<file path="config.mk">
export PLATFORM = sky130hd
export DESIGN_NAME = fetch_unit
export DESIGN_NICKNAME = d
export VERILOG_FILES = /design/src/rtl/fetch_unit.sv
export SDC_FILE = /design/constraint.sdc
export NUM_CORES = 1
export LEC_CHECK = 0
export BUFFER_PORTS_ARGS = -buffer_cell sky130_fd_sc_hd__buf_4
export CAP_MARGIN = 20
export CELL_PAD_IN_SITES_DETAIL_PLACEMENT = 0
export CELL_PAD_IN_SITES_GLOBAL_PLACEMENT = 2
export CORE_MARGIN = 2
export CORE_UTILIZATION = 21
export CTS_CLUSTER_SIZE = 25
export DETAILED_ROUTE_END_ITERATION = 10
export HOLD_SLACK_MARGIN = 0.1
export PLACE_DENSITY_LB_ADDON = 0.05
export SETUP_SLACK_MARGIN = 0.05
export SYNTH_ARGS = -nofsm -noshare
export SYNTH_HDL_FRONTEND = slang
export SYNTH_SLANG_ARGS = --single-unit
</file>
<file path="constraint.sdc">
create_clock -name clk -period 2 [get_ports clk]
set_clock_uncertainty 0.05 [all_clocks]
set_input_delay 0.1 -clock clk [delete_from_list [all_inputs] [get_ports clk]]
set_output_delay 0.1 -clock clk [all_outputs]
set_load 0.005 [all_outputs]
</file>
<file path="src/rtl/fetch_unit.sv">
// Instruction fetch / program-counter stage of the 8-bit datapath.
// Fetches one byte per memory handshake into IR and advances pc on each accept.
module fetch_unit #(
    parameter logic [7:0] RESET_PC = 8'h00
) (
    input  logic       clk,
    input  logic       reset,
    output logic       imem_req,
    output logic [7:0] imem_addr,
    input  logic       imem_ack,
    input  logic [7:0] imem_data,
    output logic [7:0] instr,
    output logic [3:0] opcode,
    output logic [1:0] rs,
    output logic [1:0] imm2,
    output logic       instr_valid,
    input  logic       instr_ready,
    input  logic       branch_taken,
    input  logic [7:0] branch_offset,
    input  logic       halt,
    output logic [7:0] pc
);

    typedef enum logic [1:0] {
        S_START = 2'd0,
        S_FETCH = 2'd1,
        S_ISSUE = 2'd2,
        S_HALT  = 2'd3
    } state_e;

    state_e     state_q, state_d;
    logic [7:0] pc_q, pc_d;
    logic [7:0] ir_q, ir_d;

    always_ff @(posedge clk) begin
        if (reset) begin
            state_q <= S_START;
            pc_q    <= RESET_PC;
            ir_q    <= 8'h00;
        end else begin
            state_q <= state_d;
            pc_q    <= pc_d;
            ir_q    <= ir_d;
        end
    end

    always_comb begin
        state_d = state_q;
        pc_d    = pc_q;
        ir_d    = ir_q;
        case (state_q)
            S_START: state_d = S_FETCH;
            S_FETCH: begin
                if (imem_ack) begin
                    ir_d    = imem_data;
                    state_d = S_ISSUE;
                end
            end
            S_ISSUE: begin
                // Branch target is relative to the following instruction; wraps mod 256.
                if (instr_ready) begin
                    pc_d    = pc_q + 8'd1 + (branch_taken ? branch_offset : 8'h00);
                    state_d = halt ? S_HALT : S_FETCH;
                end
            end
            S_HALT:  state_d = S_HALT;
            default: state_d = S_START;
        endcase
    end

    assign imem_req    = (state_q == S_FETCH);
    assign instr_valid = (state_q == S_ISSUE);
    assign imem_addr   = pc_q;
    assign pc          = pc_q;
    assign instr       = ir_q;
    assign opcode      = ir_q[7:4];
    assign rs          = ir_q[3:2];
    assign imm2        = ir_q[1:0];

endmodule

</file>
== Yosys cells after proc, flatten, opt, wreduce, memory -nomap -nowiden ==
Cells that the tools add are included.

* $mul: 0
* $add $sub $neg: 2
* Equality and inequality tests: 5
* Reduce and logical (&&, ||, !) cells: 4
* Bitwise gates (word level): 0
* Shifts and indexed selects: 0
* Mux-type cells: 5
* $lt $le $gt $ge: 0
* Divide/modulo/power cells: 0

{| class="wikitable"
|+ Operator list
! kind !! count
|-
| 8-bit by 1-bit adder with 8-bit output (second input constant) || 1
|-
| 8-bit adder || 1
|-
| 8-bit 2-to-1 mux || 1
|-
| 2-bit case mux with 4 select lines || 1
|-
| 2-bit 2-to-1 mux || 3
|-
| 2-bit AND reduction || 3
|-
| 2-bit == test (second input constant) || 2
|-
| 2-bit by 1-bit != test with 1-bit output (second input constant) || 2
|-
| 2-bit by 1-bit == test with 1-bit output (second input constant) || 1
|-
| 2-bit logical NOT || 1
|}

* RAM bits: 0
* Bits of input ports: 22
* Latch bits: 0
* Memories: 0
* Flip-flop bits (word level): 18
* Word-level logic and storage cells: 19
* Output and inout bits: 34
* ROM bits: 0

== Longest topological paths before layout ==
* Word-level depth: 3
* Mapped depth: 8
* Mapped depth without buffers: 8

== Worst setup path before layout ==
No wires, ideal clock.

* Path kind: reg2reg
* From: register pc_q[4] (netlist: imem_addr[4])
* To: register pc_q[7] (netlist: imem_addr[7])
* Library setup time: 71 ps
* Stages on the path, launching flop included: 7
* Data required time: 1879 ps
* Path buffers: 0
* Arrival time: 1856 ps
* Path slack: 23 ps
* Clock period less this slack: 1977 ps
* Cells stage by stage: dfxtp_1 > ha_1 > a21o_1 > a31o_1 > o211a_1 > or4_1 > a21oi_1

* Word-level cells in the longest chain between the ends: 2

{| class="wikitable"
|+ Ends and longest elaborated chain
! element !! line !! source
|-
| start, declared || 32 || <nowiki>logic [7:0] pc_q, pc_d;</nowiki>
|-
| start signal, assigned || 42 || <nowiki>pc_q <= pc_d;</nowiki>
|-
| 8-bit by 1-bit adder with 8-bit output || 62 || <nowiki>pc_d = pc_q + 8'd1 + (branch_taken ? branch_offset : 8'h00);</nowiki>
|-
| 8-bit adder || 62 ||
|}

No other way between the ends.
A chain may end at the register's enable or synchronous reset.

== Worst setup path in the final report ==
* From: register pc_q[6] (netlist: imem_addr[6])
* To: register pc_q[7] (netlist: imem_addr[7])

The elaborated chain is that of the path after synthesis.

==> results by group <==
Global routing
  – Initial antenna violation count: 0
  – First-pass GRT wire length: 5.34 mm
  – Grt ovf: 0
  – Overall routing resource usage: 11.3%
  – Number of global-route vias before repair: ~1100
  – Largest net degree at the start of global routing: 22

Synth
  – Synthesis-stage register bit count: 18
  – Mapped Area: approximately 1100 um2
  – Most common cell in the netlist: dfxtp_1
  – Post-synth EDFFs: 0
  – Ys async rst share: 0%
  – Primary FF master, synth: dfxtp_1
  – Synth cell count leaders: 18 x dfxtp_1, 16 x a21oi_1, 16 x buf_4
  – Sequential-to-total area share from yosys stat: about 33%
  – Synth cell types: 35
  – Synth Instances: roughly 140
  – Syn avg cell area: approximately 8.1 um2
  – Most area-hungry cell type in the Yosys netlist: dfxtp_1
  – Top cell type's share of synthesized area: 32.7%
  – Ys Warns: 0
  – Area contributors post-synth: dfxtp_1 33%, buf_4 11%, ha_1 8.0%, a21oi_1 7.3%, nand2_1 4.8%
  – Post-Syn Nets: 166

Timing
  – Worst Tran Pin Value: 0.294 ns
  – Final hold viol count: 0
  – Setup ws final: about 0.08 ns
  – Final Max Slew Viols: 0
  – Setup_tns: 0 ns
  – Fin crit share: 96.0%
  – Final worst path period need: between 1.5 and 2 ns
  – Finish-stage setup viols: 0
  – Slew Limit Headroom: roughly 80%
  – Unrepaired setup endpoints after global routing: yes
  – Highest clock rate: 0.521 GHz

Drt
  – Total wire length: around 3.3 mm
  – Average routed wire per standard cell: around 12 um
  – Vias per Instance: between 4 and 5
  – First-pass DRT Iterations: 4
  – DRC viols: 0
  – DRT iter0 DRCs: 23
  – Via count: between 1000 and 1500
  – Antenna Violating Nets Remaining: 0

Placement
  – Dpl cell area: approximately 1600 um2
  – Setup WS pre-CTS: 0.00323 ns
  – Buffers on Ports: 55
  – Dpl hpwl: 2.34 mm
  – RePlAce Congestion: 0.776

Critical path
  – Critical-path top delay cell: or4_1
  – Worst Setup Path Type: flip-flop to flip-flop
  – FF-to-FF path depth: 6
  – RR Startpoint: imem_addr[6]$_SDFFE_PP0P_
  – FF-to-FF End: imem_addr[7]$_SDFFE_PP0P_
  – Crit path capture type: flip-flop
  – Req. time, crit path: around 2.2 ns
  – Nature of the critical path startpoint: flip-flop
  – Worst path arrival time: slightly above 2 ns
  – Crit path cell chain: ha_4 > a21o_1 > a31o_1 > o211a_1 > or4_1 > a21oi_1
  – Worst path max stage delay: between 0.4 and 0.5 ns
  – Crit-path max FO: 4
  – R2R setup slack: just under 0.08 ns

Worst hold path
  – HP Start: imem_ack
  – WHS Path Cells: 2
  – Hold Path Class: primary input to flip-flop
  – Worst Hold End: state_q[0]$_SDFFE_PP0P_

Clocking
  – CTS tree: built
  – Clock sinks: 18
  – CTS Buf Count: 3
  – Clock latency reported for the late side of the worst-skew pair: 0.26 ns
  – Root Driver: clkbuf_8
  – Clock tree buffer depth: 2
  – Reg clk slew, reported paths: about 0.080 ns
  – H-tree depth: 1

Floorplan
  – I/O Pins: 56
  – Die Wd: ~76 um
  – Starting Density: 21.7%
  – Core Region: about 5000 um2
  – Cell row count: 26
  – Die Span Y: ~76 um
  – Die Area: roughly 6000 um2

Pwr
  – Static Leak: between 0.0008 and 0.0009 uW
  – PwrDens: a little under 500 nW/um2
  – Max VDD drop: ~0.19 mV

Finish
  – Final instance area: around 1900 um2
  – Area grow syn2layout: 68.1%
  – Sequential Area: approximately 370 um2
  – Final Util: 36.5%
  – Multi-input logic area: roughly 660 um2
  – Number of antenna diodes: 0
  – Share of cells above drive strength 1: between 40% and 50%
  – # fillers: about 570
  – Nets@finish: between 200 and 250

Flow run
  – Number of max-cap violations: 0

Run status
  – Status: finished, final reports clean
==> sequential cells by signal, indices dropped and copies added (netlist names) <==
register,count
imem_addr,8
state_q,2
instr,8
==> logic make-up after synthesis <==
family / after synthesis / synth area share, %
and+or+nand+nor: 47 / 21.9
DFF: 18 / 32.7
AOI/OAI and AO/OA: 33 / 18.4
buffers and inverters: 27 / 14.7
xor gates and xnor gates: 2 / 1.59
muxes: 1 / 0.909
adders and majority gates: 8 / 9.77
==> layer usage <==
metal | wire length (um) | vias up | global-route usage, %
met5 | 0 | - | 0
met4 | 24 | 0 | 3.82
met3 | 149 | 2 | 2.96
met2 | 1630 | 26 | 18.8
met1 | 1540 | 551 | 14.2
li1 | - | 592 | -
==> through the flow <==
step	cells	total power [uW]	hold WS (ns)
after floorplan	136	478	0.197
after global placement	251	567	0.315
after detailed placement	251	568	0.320
after CTS	268	909	0.103
after global routing	272	953	0.116
final	272	900	0.105
==> cell usage in the layout, fill, tap and decap left out, types with 2 or more instances in the layout <==
master,instances
inv_1,6
o211ai_1,2
a21o_1,2
a31oi_1,2
dfxtp_1,11
and2_1,5
dfxtp_2,6
nor2b_1,2
dlygate4sd3_1,10
ha_4,4
nand2_1,14
nor3_1,2
nor2_1,6
buf_4,72
a21oi_2,3
clkbuf_8,4
a21oi_1,13
o21ai_0,2
xor2_1,2
o31ai_1,2
nand3_1,9
ha_2,3
==> worst max path at each step <==
stage                                    startpoint                   endpoint  slack (ns)
after floorplan           imem_addr[6]$_SDFFE_PP0P_  imem_addr[7]$_SDFFE_PP0P_        0.08
after global placement                 branch_taken  imem_addr[7]$_SDFFE_PP0P_        0.02
after detailed placement               branch_taken  imem_addr[7]$_SDFFE_PP0P_       0.003
after CTS                 imem_addr[2]$_SDFFE_PP0P_  imem_addr[7]$_SDFFE_PP0P_        0.05
after global routing      imem_addr[6]$_SDFFE_PP0P_  imem_addr[7]$_SDFFE_PP0P_        0.01
final                     imem_addr[6]$_SDFFE_PP0P_  imem_addr[7]$_SDFFE_PP0P_        0.08
==> critical path, delay by kind of cell (launching register included) <==
| family | cells | cell delay (ns) |
|---|---|---|
| AO/OA/AOI/OAI | 4 | 0.73 |
| AND/OR/NAND/NOR | 1 | 0.49 |
| flip-flops | 1 | 0.37 |
| adder cells (fa/ha/maj) | 1 | 0.22 |
==> cell type report <==
| type | instances | area share, % |
|---|---|---|
| inverter | 6 | 1.22 |
| tap | 70 | 4.73 |
| clock buffer | 4 | 2.97 |
| sequential | 18 | 20.1 |
| multi-input combinational | 91 | 35.8 |
| timing repair buffer | 83 | 35.2 |
==> repair_timing <==
action	in CTS	in global routing
hold buffers	10	0
resized for setup	4	20
endpoints found under the setup margin	3	4
endpoints found under the hold margin	10	0
pin swaps	0	11
setup buffers	3	4
==> report_power, final <==
group | internal (uW) | switching, uW
Sequential | 372 | 11.4
Combinational | 117 | 86.8
Clock | 175 | 137
Total | 665 | 235
Power figures use the tool's default switching activity.
